==> src/rtl/matrix_seq.sv <==
// matrix_seq: access sequencer in front of the 1024x1024 matrix datapath.
// Takes block read/write commands, walks a 20-bit linear word index and turns
// it into a one-hot RAM select plus row address. Streams write and read words
// at up to one per cycle.
//
// Ports:
//   CLK, RST_L                       clock, synchronous active-low reset
//   cmd_valid/cmd_ready              command handshake (ready only when idle)
//   cmd_op                           0 = write, 1 = read
//   cmd_base, cmd_len                first linear index, word count minus one
//   wr_valid/wr_ready/wr_data        write word stream
//   rd_valid/rd_ready/rd_data        read word stream
//   busy                             command running or write pulse pending
//   ram_sel, a, din, we              registered datapath controls
//   dout                             datapath read data (combinational from ram_sel/a)
//   cmd_err                          only with MATRIX_SEQ_BOUND_CHK_EN: one-cycle
//                                    pulse for a command running past the matrix end
module matrix_seq #(
    parameter int unsigned DATA_W  = 32,
    parameter int unsigned RAM_AW  = 16,
    parameter int unsigned NUM_RAM = 16,
    localparam int unsigned SEL_W  = $clog2(NUM_RAM),
    localparam int unsigned IDX_W  = RAM_AW + SEL_W
) (
    input  logic               CLK,
    input  logic               RST_L,
    input  logic               cmd_valid,
    output logic               cmd_ready,
    input  logic               cmd_op,
    input  logic [IDX_W-1:0]   cmd_base,
    input  logic [IDX_W-1:0]   cmd_len,
    input  logic               wr_valid,
    output logic               wr_ready,
    input  logic [DATA_W-1:0]  wr_data,
    output logic               rd_valid,
    input  logic               rd_ready,
    output logic [DATA_W-1:0]  rd_data,
    output logic               busy,
`ifdef MATRIX_SEQ_BOUND_CHK_EN
    output logic               cmd_err,
`endif
    output logic [NUM_RAM-1:0] ram_sel,
    output logic [RAM_AW-1:0]  a,
    output logic [DATA_W-1:0]  din,
    output logic [NUM_RAM-1:0] we,
    input  logic [DATA_W-1:0]  dout
);

    typedef enum logic [1:0] {
        ST_IDLE     = 2'd0,
        ST_WR       = 2'd1,
        ST_RD       = 2'd2,
        ST_RD_FLUSH = 2'd3
    } state_t;

    localparam logic [NUM_RAM-1:0] SEL_RST = {{(NUM_RAM-1){1'b0}}, 1'b1};

    state_t              r_state;
    state_t              w_state_nxt;
    logic [IDX_W-1:0]    r_idx;
    logic [IDX_W-1:0]    r_cnt;
    logic [NUM_RAM-1:0]  r_ram_sel;
    logic [NUM_RAM-1:0]  r_we;
    logic [RAM_AW-1:0]   r_a;
    logic [DATA_W-1:0]   r_din;
    logic [DATA_W-1:0]   r_rd_data;
    logic                r_rd_valid;
    logic                r_busy;

    logic                w_cmd_acc;
    logic                w_cmd_go;
    logic                w_wr_hs;
    logic                w_rd_cap;
    logic                w_rd_pop;
    logic                w_last;
    logic [IDX_W-1:0]    w_idx_inc;
    logic [NUM_RAM-1:0]  w_we_nxt;

    function automatic logic [NUM_RAM-1:0] f_onehot(input logic [SEL_W-1:0] sel);
        f_onehot = SEL_RST << sel;
    endfunction

    assign w_cmd_acc = (r_state == ST_IDLE) & cmd_valid;
    assign w_wr_hs   = (r_state == ST_WR) & wr_valid;
    // A read capture happens whenever the output slot is empty or being drained.
    assign w_rd_cap  = (r_state == ST_RD) & (~r_rd_valid | rd_ready);
    assign w_rd_pop  = (r_state == ST_RD_FLUSH) & rd_ready;
    assign w_last    = (r_cnt == '0);
    assign w_idx_inc = r_idx + IDX_W'(1);

`ifdef MATRIX_SEQ_BOUND_CHK_EN
    logic [IDX_W:0] w_end_sum;
    logic           w_cmd_bad;
    logic           r_cmd_err;

    // Carry out of base+len means the block runs past the last word.
    assign w_end_sum = {1'b0, cmd_base} + {1'b0, cmd_len};
    assign w_cmd_bad = w_end_sum[IDX_W];
    assign w_cmd_go  = w_cmd_acc & ~w_cmd_bad;
    assign cmd_err   = r_cmd_err;

    always_ff @(posedge CLK) begin
        if (!RST_L) begin
            r_cmd_err <= 1'b0;
        end else begin
            r_cmd_err <= w_cmd_acc & w_cmd_bad;
        end
    end
`else
    assign w_cmd_go = w_cmd_acc;
`endif

    // State register.
    always_ff @(posedge CLK) begin
        if (!RST_L) begin
            r_state <= ST_IDLE;
        end else begin
            r_state <= w_state_nxt;
        end
    end

    // Next-state logic.
    always_comb begin
        w_state_nxt = r_state;
        case (r_state)
            ST_IDLE:     if (w_cmd_go) w_state_nxt = cmd_op ? ST_RD : ST_WR;
            ST_WR:       if (w_wr_hs && w_last) w_state_nxt = ST_IDLE;
            ST_RD:       if (w_rd_cap && w_last) w_state_nxt = ST_RD_FLUSH;
            ST_RD_FLUSH: if (rd_ready) w_state_nxt = ST_IDLE;
            default:     w_state_nxt = ST_IDLE;
        endcase
    end

    // State-decoded outputs and the write-enable for the next cycle.
    always_comb begin
        cmd_ready = 1'b0;
        wr_ready  = 1'b0;
        w_we_nxt  = '0;
        if (r_state == ST_IDLE) cmd_ready = 1'b1;
        if (r_state == ST_WR)   wr_ready  = 1'b1;
        if (w_wr_hs)            w_we_nxt  = f_onehot(r_idx[IDX_W-1 -: SEL_W]);
    end

    // Index walk and datapath/read-port registers. Writes present the index of
    // the handshake; reads present the index of the next word to fetch.
    always_ff @(posedge CLK) begin
        if (!RST_L) begin
            r_idx      <= '0;
            r_cnt      <= '0;
            r_ram_sel  <= SEL_RST;
            r_a        <= '0;
            r_din      <= '0;
            r_we       <= '0;
            r_rd_valid <= 1'b0;
            r_rd_data  <= '0;
            r_busy     <= 1'b0;
        end else begin
            r_we   <= w_we_nxt;
            r_busy <= (w_state_nxt != ST_IDLE) | (|w_we_nxt);
            if (w_cmd_go) begin
                r_idx     <= cmd_base;
                r_cnt     <= cmd_len;
                r_ram_sel <= f_onehot(cmd_base[IDX_W-1 -: SEL_W]);
                r_a       <= cmd_base[RAM_AW-1:0];
            end else if (w_wr_hs) begin
                r_idx     <= w_idx_inc;
                r_cnt     <= r_cnt - IDX_W'(1);
                r_ram_sel <= f_onehot(r_idx[IDX_W-1 -: SEL_W]);
                r_a       <= r_idx[RAM_AW-1:0];
                r_din     <= wr_data;
            end else if (w_rd_cap) begin
                r_idx      <= w_idx_inc;
                r_cnt      <= r_cnt - IDX_W'(1);
                r_ram_sel  <= f_onehot(w_idx_inc[IDX_W-1 -: SEL_W]);
                r_a        <= w_idx_inc[RAM_AW-1:0];
                r_rd_data  <= dout;
                r_rd_valid <= 1'b1;
            end else if (w_rd_pop) begin
                r_rd_valid <= 1'b0;
            end
        end
    end

    assign ram_sel  = r_ram_sel;
    assign a        = r_a;
    assign din      = r_din;
    assign we       = r_we;
    assign rd_valid = r_rd_valid;
    assign rd_data  = r_rd_data;
    assign busy     = r_busy;

endmodule
==> config.mk <==
export PLATFORM = sky130hd
export DESIGN_NAME = matrix_seq
export DESIGN_NICKNAME = d
export VERILOG_FILES = /design/src/rtl/matrix_seq.sv
export SDC_FILE = /design/constraint.sdc
export NUM_CORES = 1
export LEC_CHECK = 0
export CAP_MARGIN = 20
export CORE_MARGIN = 2
export CORE_UTILIZATION = 50
export CTS_CLUSTER_SIZE = 30
export DETAILED_ROUTE_END_ITERATION = 16
export DONT_BUFFER_PORTS = 1
export PLACE_DENSITY_LB_ADDON = 0.2
export SYNTH_ARGS = -nofsm -noshare
export SYNTH_HDL_FRONTEND = slang
export SYNTH_SLANG_ARGS = --single-unit
==> constraint.sdc <==
create_clock -name CLK -period 6.5 [get_ports CLK]
set_clock_uncertainty 0.05 [all_clocks]
set_input_delay 0.325 -clock CLK [delete_from_list [all_inputs] [get_ports CLK]]
set_output_delay 0.325 -clock CLK [all_outputs]
set_load 0.1 [all_outputs]
==> summary.md, run 1 <==
| Metric | Value |
|---|---|
| Crit path kind | `reg2reg` |
| Distinct cells, synth | `67` |
| Hold EP | `r_cnt[14]` |
| Crit start category | `flip-flop` |
| Avg Vias per Cell | `6.11` |
| Pleak | `just under 3 nW` |
| Synthesized cell area | `~0.0074 mm2` |
| Hold slack final | `0.0112 ns` |
| Setup violations, final | `0` |
| Slew Limit Headroom | `between 20% and 30%` |
| Clock Power Share | `between 30% and 40%` |
| Hold crit path type | `in2reg` |
| Cts repair resizes | `0` |
| CTS buffer count | `17` |
| Hold_sp | `RST_L` |
| # fillers | `1297` |
| Final Instance Area | `0.00867 mm2` |
| R2r setup slk | `around 3.7 ns` |
| Final Wtd Congestion | `slightly below 0.9` |
| DPL Wire Length | `13600 um` |
| Placed Area | `between 0.007 and 0.008 mm2` |
| Register area share after synthesis | `~42%` |
| Initial Util | `51.0%` |
| Port Buffers | `0` |
| FFs w/ async S/R, synth | `0%` |
| CTS H-tree depth | `4` |
| WL final | `21800 um` |
| GR Util All Layers | `27.2%` |
| Final hold vios | `0` |
| Core ar. | `0.0144 mm2` |
| VDD IR max | `around 0.00020 V` |
| Number of synthesized flops with an enable pin | `0` |
| Pint | `between 1.5 and 2 mW` |
| DIE WIDTH | `125 um` |
| Antenna diodes | `0` |
| Worst slew pin tran | `around 1.1 ns` |
| Status | `finished clean` |
| Total grt overflow | `0` |
| Final layout net count | `roughly 1100` |
| Critical R2R Launch | `r_state[0]` |
| Pin count of the biggest net entering global routing | `88` |
| Final routed DRC violation total | `0` |
| Rows | `44` |
| Syn Inst Count | `955` |
| Share of cells above drive strength 1 | `7.82%` |
| Worst-case reg-to-reg path depth | `5` |
| Avg Synthesized Cell Area | `slightly below 8 um2` |
| Gate power share | `16.6%` |
| Areal power density over the cells | `between 300 and 400 mW/mm2` |
| Post-synth net total | `1067` |
| Switching Share | `38.8%` |
| Sequential fraction of design power | `48.9%` |
| RSZ-0062 raised after global routing | `no` |
| Max Cap Viol | `0` |
| DIE HEIGHT | `~130 um` |
| Setup TNS | `0 ns` |
| Fin. max-slew vios | `0` |
| Synth Register Bits | `about 160` |
| CP Data Required Time | `6.76 ns` |
| CP endpoint kind | `flip-flop` |
| Psw | `1.18 mW` |
| Critical R2R Capture | `ram_sel[0]` |
| WP data arrival | `roughly 3.0 ns` |
| Root Buffer | `clkbuf_16` |
| Pre-antenna DRT Iters | `5` |
| Max Root-Sink Buffers | `2` |
| Ys Warns | `0` |
| Initial antenna violation count | `0` |
| Tcrit/Tclk final | `42.6%` |
| First-iteration detailed-routing DRC count | `618` |
| Crit path time final | `2.77 ns` |
| Area delta synth->final | `18.0%` |
| Hold path cells | `2` |
| Clock Latency Late Sink | `0.43 ns` |
| Sink Count | `156` |
| I/O pin total | `226` |
| Vias in the first global route | `6696` |
| Global-route wire length before repair | `35000 um` |
| Die Area | `0.0157 mm2` |
| Detail Route Antenna Nets | `0` |
| CTS tree | `built` |
| Reg clk slew, reported paths | `roughly 0.07 ns` |
| Vias | `between 7000 and 8000` |
| Per-cell routed wire length | `18.6 um` |
| CP Max Fanout | `15` |
| Fmax | `361 MHz` |
| Top FF cell, synth | `dfxtp_1` |
==> worst max-delay path by stage <==
stage / start / cells after the start / end
detailed placement: r_state[0] / 5 / ram_sel[0]
CTS: r_state[0] / 5 / ram_sel[0]
global route: r_state[0] / 5 / ram_sel[8]
finish: r_state[0] / 5 / ram_sel[0]
floorplan: rd_valid / 6 / r_idx[10]
global placement: rd_valid / 6 / ram_sel[5]
==> per-stage QoR <==
| stage | power (mW) | std cells | utilization, % | setup slack, ns |
|---|---|---|---|---|
| floorplan | 1.86 | 955 | - | 4.10 |
| global placement | 1.96 | 1069 | 51.1 | 3.85 |
| detailed placement | 1.97 | 1069 | 51.1 | 3.82 |
| CTS | 3.05 | 1169 | 60.1 | 3.78 |
| global route | 3.16 | 1169 | 60.1 | 3.49 |
| finish | 3.04 | 1169 | 60.1 | 3.73 |
==> cell usage after synthesis (3+ instances only) <==
master,count,area (um2)
o41ai_2,3,48.8
a21o_1,3,22.5
o21ai_0,87,435
a311oi_1,4,35.0
a221oi_1,8,70.1
a31oi_1,21,131
clkbuf_1,63,236
nor2_1,71,267
nor3b_1,3,22.5
and2_1,3,18.8
nand4_1,6,37.5
or4_1,5,37.5
o31ai_1,11,82.6
buf_2,6,30.0
dfxtp_1,156,3120
a21oi_1,102,510
o221a_2,4,45.0
buf_1,6,22.5
o21a_1,6,45.0
nand3_1,15,75.1
o22ai_1,11,68.8
nand2_1,185,694
nor2b_1,6,37.5
or3_1,8,50.1
nor3_1,26,130
o211ai_1,10,75.1
a211oi_1,3,22.5
nand3b_1,5,37.5
a22o_1,5,43.8
o41ai_1,15,131
inv_1,11,41.3
a22oi_1,15,113
nand2b_1,6,37.5
and3_1,4,25.0
nor4_1,6,37.5
or4_4,4,45.0
or2_2,9,56.3
o21bai_1,8,60.1
==> repair_timing <==
action,in CTS,in global routing
hold endpoints to repair,91,0
setup buffers,0,0
hold buffers,68,0
==> cells in the final DEF, fill, tap and decap left out, types with 8 or more instances in the layout <==
| cell type | netlist | layout |
|---|---|---|
| nand2_1 | 185 | 185 |
| dfxtp_1 | 156 | 156 |
| a21oi_1 | 102 | 102 |
| o21ai_0 | 87 | 87 |
| nor2_1 | 71 | 68 |
| dlygate4sd3_1 | 0 | 68 |
| nor3_1 | 26 | 26 |
| a31oi_1 | 21 | 21 |
| clkbuf_16 | 0 | 17 |
| nand3_1 | 15 | 15 |
| a22oi_1 | 15 | 15 |
| o41ai_1 | 15 | 15 |
| inv_1 | 11 | 11 |
| o31ai_1 | 11 | 11 |
| o211ai_1 | 10 | 10 |
| o22ai_1 | 11 | 10 |
| or2_2 | 9 | 9 |
| or3_1 | 8 | 8 |
| a221oi_1 | 8 | 8 |
| o21bai_1 | 8 | 8 |
| buf_4 | 2 | 8 |
==> flip-flops by register name, summed over array words and instances (netlist names), 2 cells and up <==
name,cells
r_idx,20
rd_data,32
ram_sel,16
din,32
r_cnt,20
a,16
we,16
r_state,2
==> power groups by stage <==
stage               Sequential, mW  Clock [mW]  Combinational, mW
floorplan                     1.46           0              0.394
global placement              1.50           0              0.455
detailed placement            1.51           0              0.461
CTS                           1.49        1.06              0.500
global route                  1.50        1.10              0.564
finish                        1.49        1.05              0.503
==> cells by family (layout without fill, tap and decap cells) <==
logic type               after synthesis  after routing  synth area share, %
AO/OA/AOI/OAI                        327            327                 27.8
XOR/XNOR                               2              2                0.238
adder cells (fa/ha/maj)                2              2                0.340
buffers and inverters                 90            120                 4.90
flip-flops                           156            156                 42.5
multiplexers                           2              2                0.272
AND/OR/NAND/NOR                      376            376                 24.0
==> area by class of cell <==
cell class                      count  area, um2  share of cell area, %
Multi-Input combinational cell    709       3910                   45.1
Sequential cell                   156       3120                   36.0
Timing Repair Buffer               76        741                   8.54
Clock buffer                       18        439                   5.06
Tap cell                          184        230                   2.65
Clock inverter                     14        183                   2.11
Inverter                           12       45.0                  0.519
==> routing by layer <==
metal,up-vias,track usage [%],wire [um]
met5,-,0,0
met4,0,9.80,380
met3,28,6.68,1560
met2,255,44.6,10400
met1,3374,35.1,9460
li1,3488,-,-
==> worst max-delay path, cell delays in order (launching register included) <==
cell,delay [ns]
dfxtp_1,0.64
mux2i_1,0.69
nor2_1,0.33
a311oi_1,0.29
nor2_1,0.24
o41ai_1,0.42
Power figures use the tool's default switching activity.
==> run 2, diff against run 1 <==
==> constraint.sdc (replaced) <==
create_clock -name CLK -period 2.67 [get_ports CLK]
set_clock_uncertainty 0.05 [all_clocks]
set_input_delay 0.1335 -clock CLK [delete_from_list [all_inputs] [get_ports CLK]]
set_output_delay 0.1335 -clock CLK [all_outputs]
set_load 0.1 [all_outputs]
==> summary.md, run 2 (same netlist as run 1, synthesis figures left out) <==
| Metric | Value |
|---|---|
| Die Area | `0.0157 mm2 (unchanged)` |
| First-iteration detailed-routing DRC count | `656 (+6.1%)` |
| RSZ-0062 raised after global routing | `no` |
| Max Cap Viol | `0 (unchanged)` |
| CP Max Fanout | `8 (-7)` |
| Setup TNS | `0 ns (unchanged)` |
| Root Buffer | `clkbuf_16` |
| CTS H-tree depth | `4 (unchanged)` |
| Pre-CTS WS | `0.217 ns (-3.60 ns)` |
| Setup violations, final | `0 (unchanged)` |
| Pin count of the biggest net entering global routing | `70 (-20%)` |
| Initial antenna violation count | `1 (+1)` |
| Avg Vias per Cell | `5.87 (-4.0%)` |
| Final routed DRC violation total | `0 (unchanged)` |
| Hold crit path type | `in2reg` |
| Core ar. | `0.0144 mm2 (unchanged)` |
| Global-route wire length before repair | `37800 um (+8.2%)` |
| CP endpoint kind | `flip-flop` |
| Crit path time final | `2.51 ns (-0.260 ns)` |
| Areal power density over the cells | `765 mW/mm2 (+120%)` |
| Share of cells above drive strength 1 | `16.9% (+9.1 points)` |
| Crit start category | `flip-flop` |
| Post-CTS setup buffer count | `0 (unchanged)` |
| WP data arrival | `2.77 ns (-0.26 ns)` |
| Finished Core Util | `68.9% (+8.8 points)` |
| Final hold vios | `0 (unchanged)` |
| Fin. max-slew vios | `0 (unchanged)` |
| Fmax | `398 MHz (+10%)` |
| Final Wtd Congestion | `0.884 (+1.0%)` |
| Most frequent cells in the layout | `nand2_1, dfxtp_1, buf_4, dlygate4sd3_1, a21oi_1` |
| Vias in the first global route | `7410 (+11%)` |
| CP Data Required Time | `2.93 ns (-3.83 ns)` |
| # fillers | `1158 (-11%)` |
| Initial Util | `51.0% (unchanged)` |
| Slew Limit Headroom | `31.7% (+4.9 points)` |
| Pleak | `3.75 nW (+26%)` |
| DIE HEIGHT | `125 um (unchanged)` |
| Max Root-Sink Buffers | `2 (unchanged)` |
| Critical R2R Launch | `r_idx[0]` |
| CTS buffer count | `17 (unchanged)` |
| Area delta synth->final | `35.3%` |
| DIE WIDTH | `125 um (unchanged)` |
| Design Power | `7.60 mW (+150%)` |
| Status | `finished clean` |
| Register area | `0.00312 mm2 (unchanged)` |
| Detail Route Antenna Nets | `0 (unchanged)` |
| Multi-input logic area | `0.00391 mm2 (unchanged)` |
| Tcrit/Tclk final | `94.1% (+51 points)` |
| Hold_sp | `cmd_base[0]` |
| Cts repair resizes | `0 (unchanged)` |
| Pre-antenna DRT Iters | `5 (unchanged)` |
| Setup ws final | `0.159 ns (-3.57 ns)` |
| Worst slew pin tran | `1.02 ns (-0.0713 ns)` |
| Rows | `44 (unchanged)` |
| Total grt overflow | `0 (unchanged)` |
| Sink Count | `156 (unchanged)` |
| GR Util All Layers | `29.3% (+2.0 points)` |
| Reg clk slew, reported paths | `0.07 ns (about the same)` |
| Final layout net count | `1236 (+14%)` |
| Worst Setup SP | `r_idx[0]` |
| Most common cell after layout, fill and taps aside | `nand2_1` |
| Per-cell routed wire length | `17.6 um (-5.3%)` |
| Crit path kind | `reg2reg` |
| DPL Wire Length | `14800 um (+8.8%)` |
| Clock Latency Late Sink | `0.42 ns (about the same)` |
| I/O pin total | `226 (unchanged)` |
| Port Buffers | `0 (unchanged)` |
| CTS tree | `built` |
| Vias | `7765 (+8.7%)` |
| WL final | `23300 um (+7.2%)` |
| VDD IR max | `0.000459 V (+130%)` |
run 2: changes by cell type in the layout (fill, tap and decap cells not counted):
| cell | before | now |
|---|---|---|
| dlygate4sd3_1 | 68 | 104 |
| clkinv_4 | 2 | 4 |
| buf_4 | 8 | 120 |
| inv_8 | 2 | 1 |
| clkbuf_1 | 0 | 1 |
| clkinv_2 | 2 | 1 |
| diode_2 | 0 | 2 |
| clkinvlp_4 | 1 | 2 |
| bufinv_16 | 3 | 2 |
| buf_12 | 0 | 4 |
| inv_6 | 4 | 1 |
| clkbuf_8 | 1 | 3 |
run 2: final timing paths:
path | cells past startpoint | slack, ns | to
worst max-delay path | 6 | 0.16 | ram_sel[2]
worst min-delay path | 3 | 0.01 | r_idx[0]
worst max register to register | 6 | 0.16 | ram_sel[2]
worst min register to register | 2 | 0.40 | rd_data[30]
run 2: what timing repair did:
action	CTS	global route
setup endpoints to repair	0	0
hold buffers	105	0
endpoints found under the hold margin	151	0
run 2: critical path: stages, from the launching register on:
cell and delay, ns:
dfxtp_1 0.46, ha_1 0.28, and3_1 0.26, nand2_4 0.11, o31a_1 0.30, or4_4 0.58, o41ai_1 0.36
run 2: metal layers:
metal,up-vias,part of all wire (%),GRT usage [%]
met5,-,0,0
met4,0,2.9,12.0
met3,54,7.8,6.16
met2,358,47,48.1
met1,3573,42,37.7
li1,3780,-,-
run 2: per-stage QoR:
stage	area [um2]	hold slack, ns	instances
after floorplan	7350	0.220	955
after global routing	9940	0.0111	1322
after detailed placement	8270	0.211	1184
after global placement	8270	0.208	1184
final	9940	0.0145	1323
after CTS	9940	0.000668	1321
run 2: area by class of cell:
type	count	share of cell area (%)
tap	184	2.32
multi-input combinational	709	39.3
inverter	12	0.453
antenna	2	0.0503
clock buffer	21	4.73
timing repair buffer	228	20.3
clock inverter	11	1.36
sequential	156	31.4
run 2: report_power, final:
| part | internal [mW] | total [mW] | switching, mW |
|---|---|---|---|
| sequential | 2.53 | 2.74 | 0.206 |
| clock | 1.46 | 2.45 | 0.987 |
| combinational | 0.702 | 2.41 | 1.71 |
| total | 4.70 | 7.60 | 2.90 |
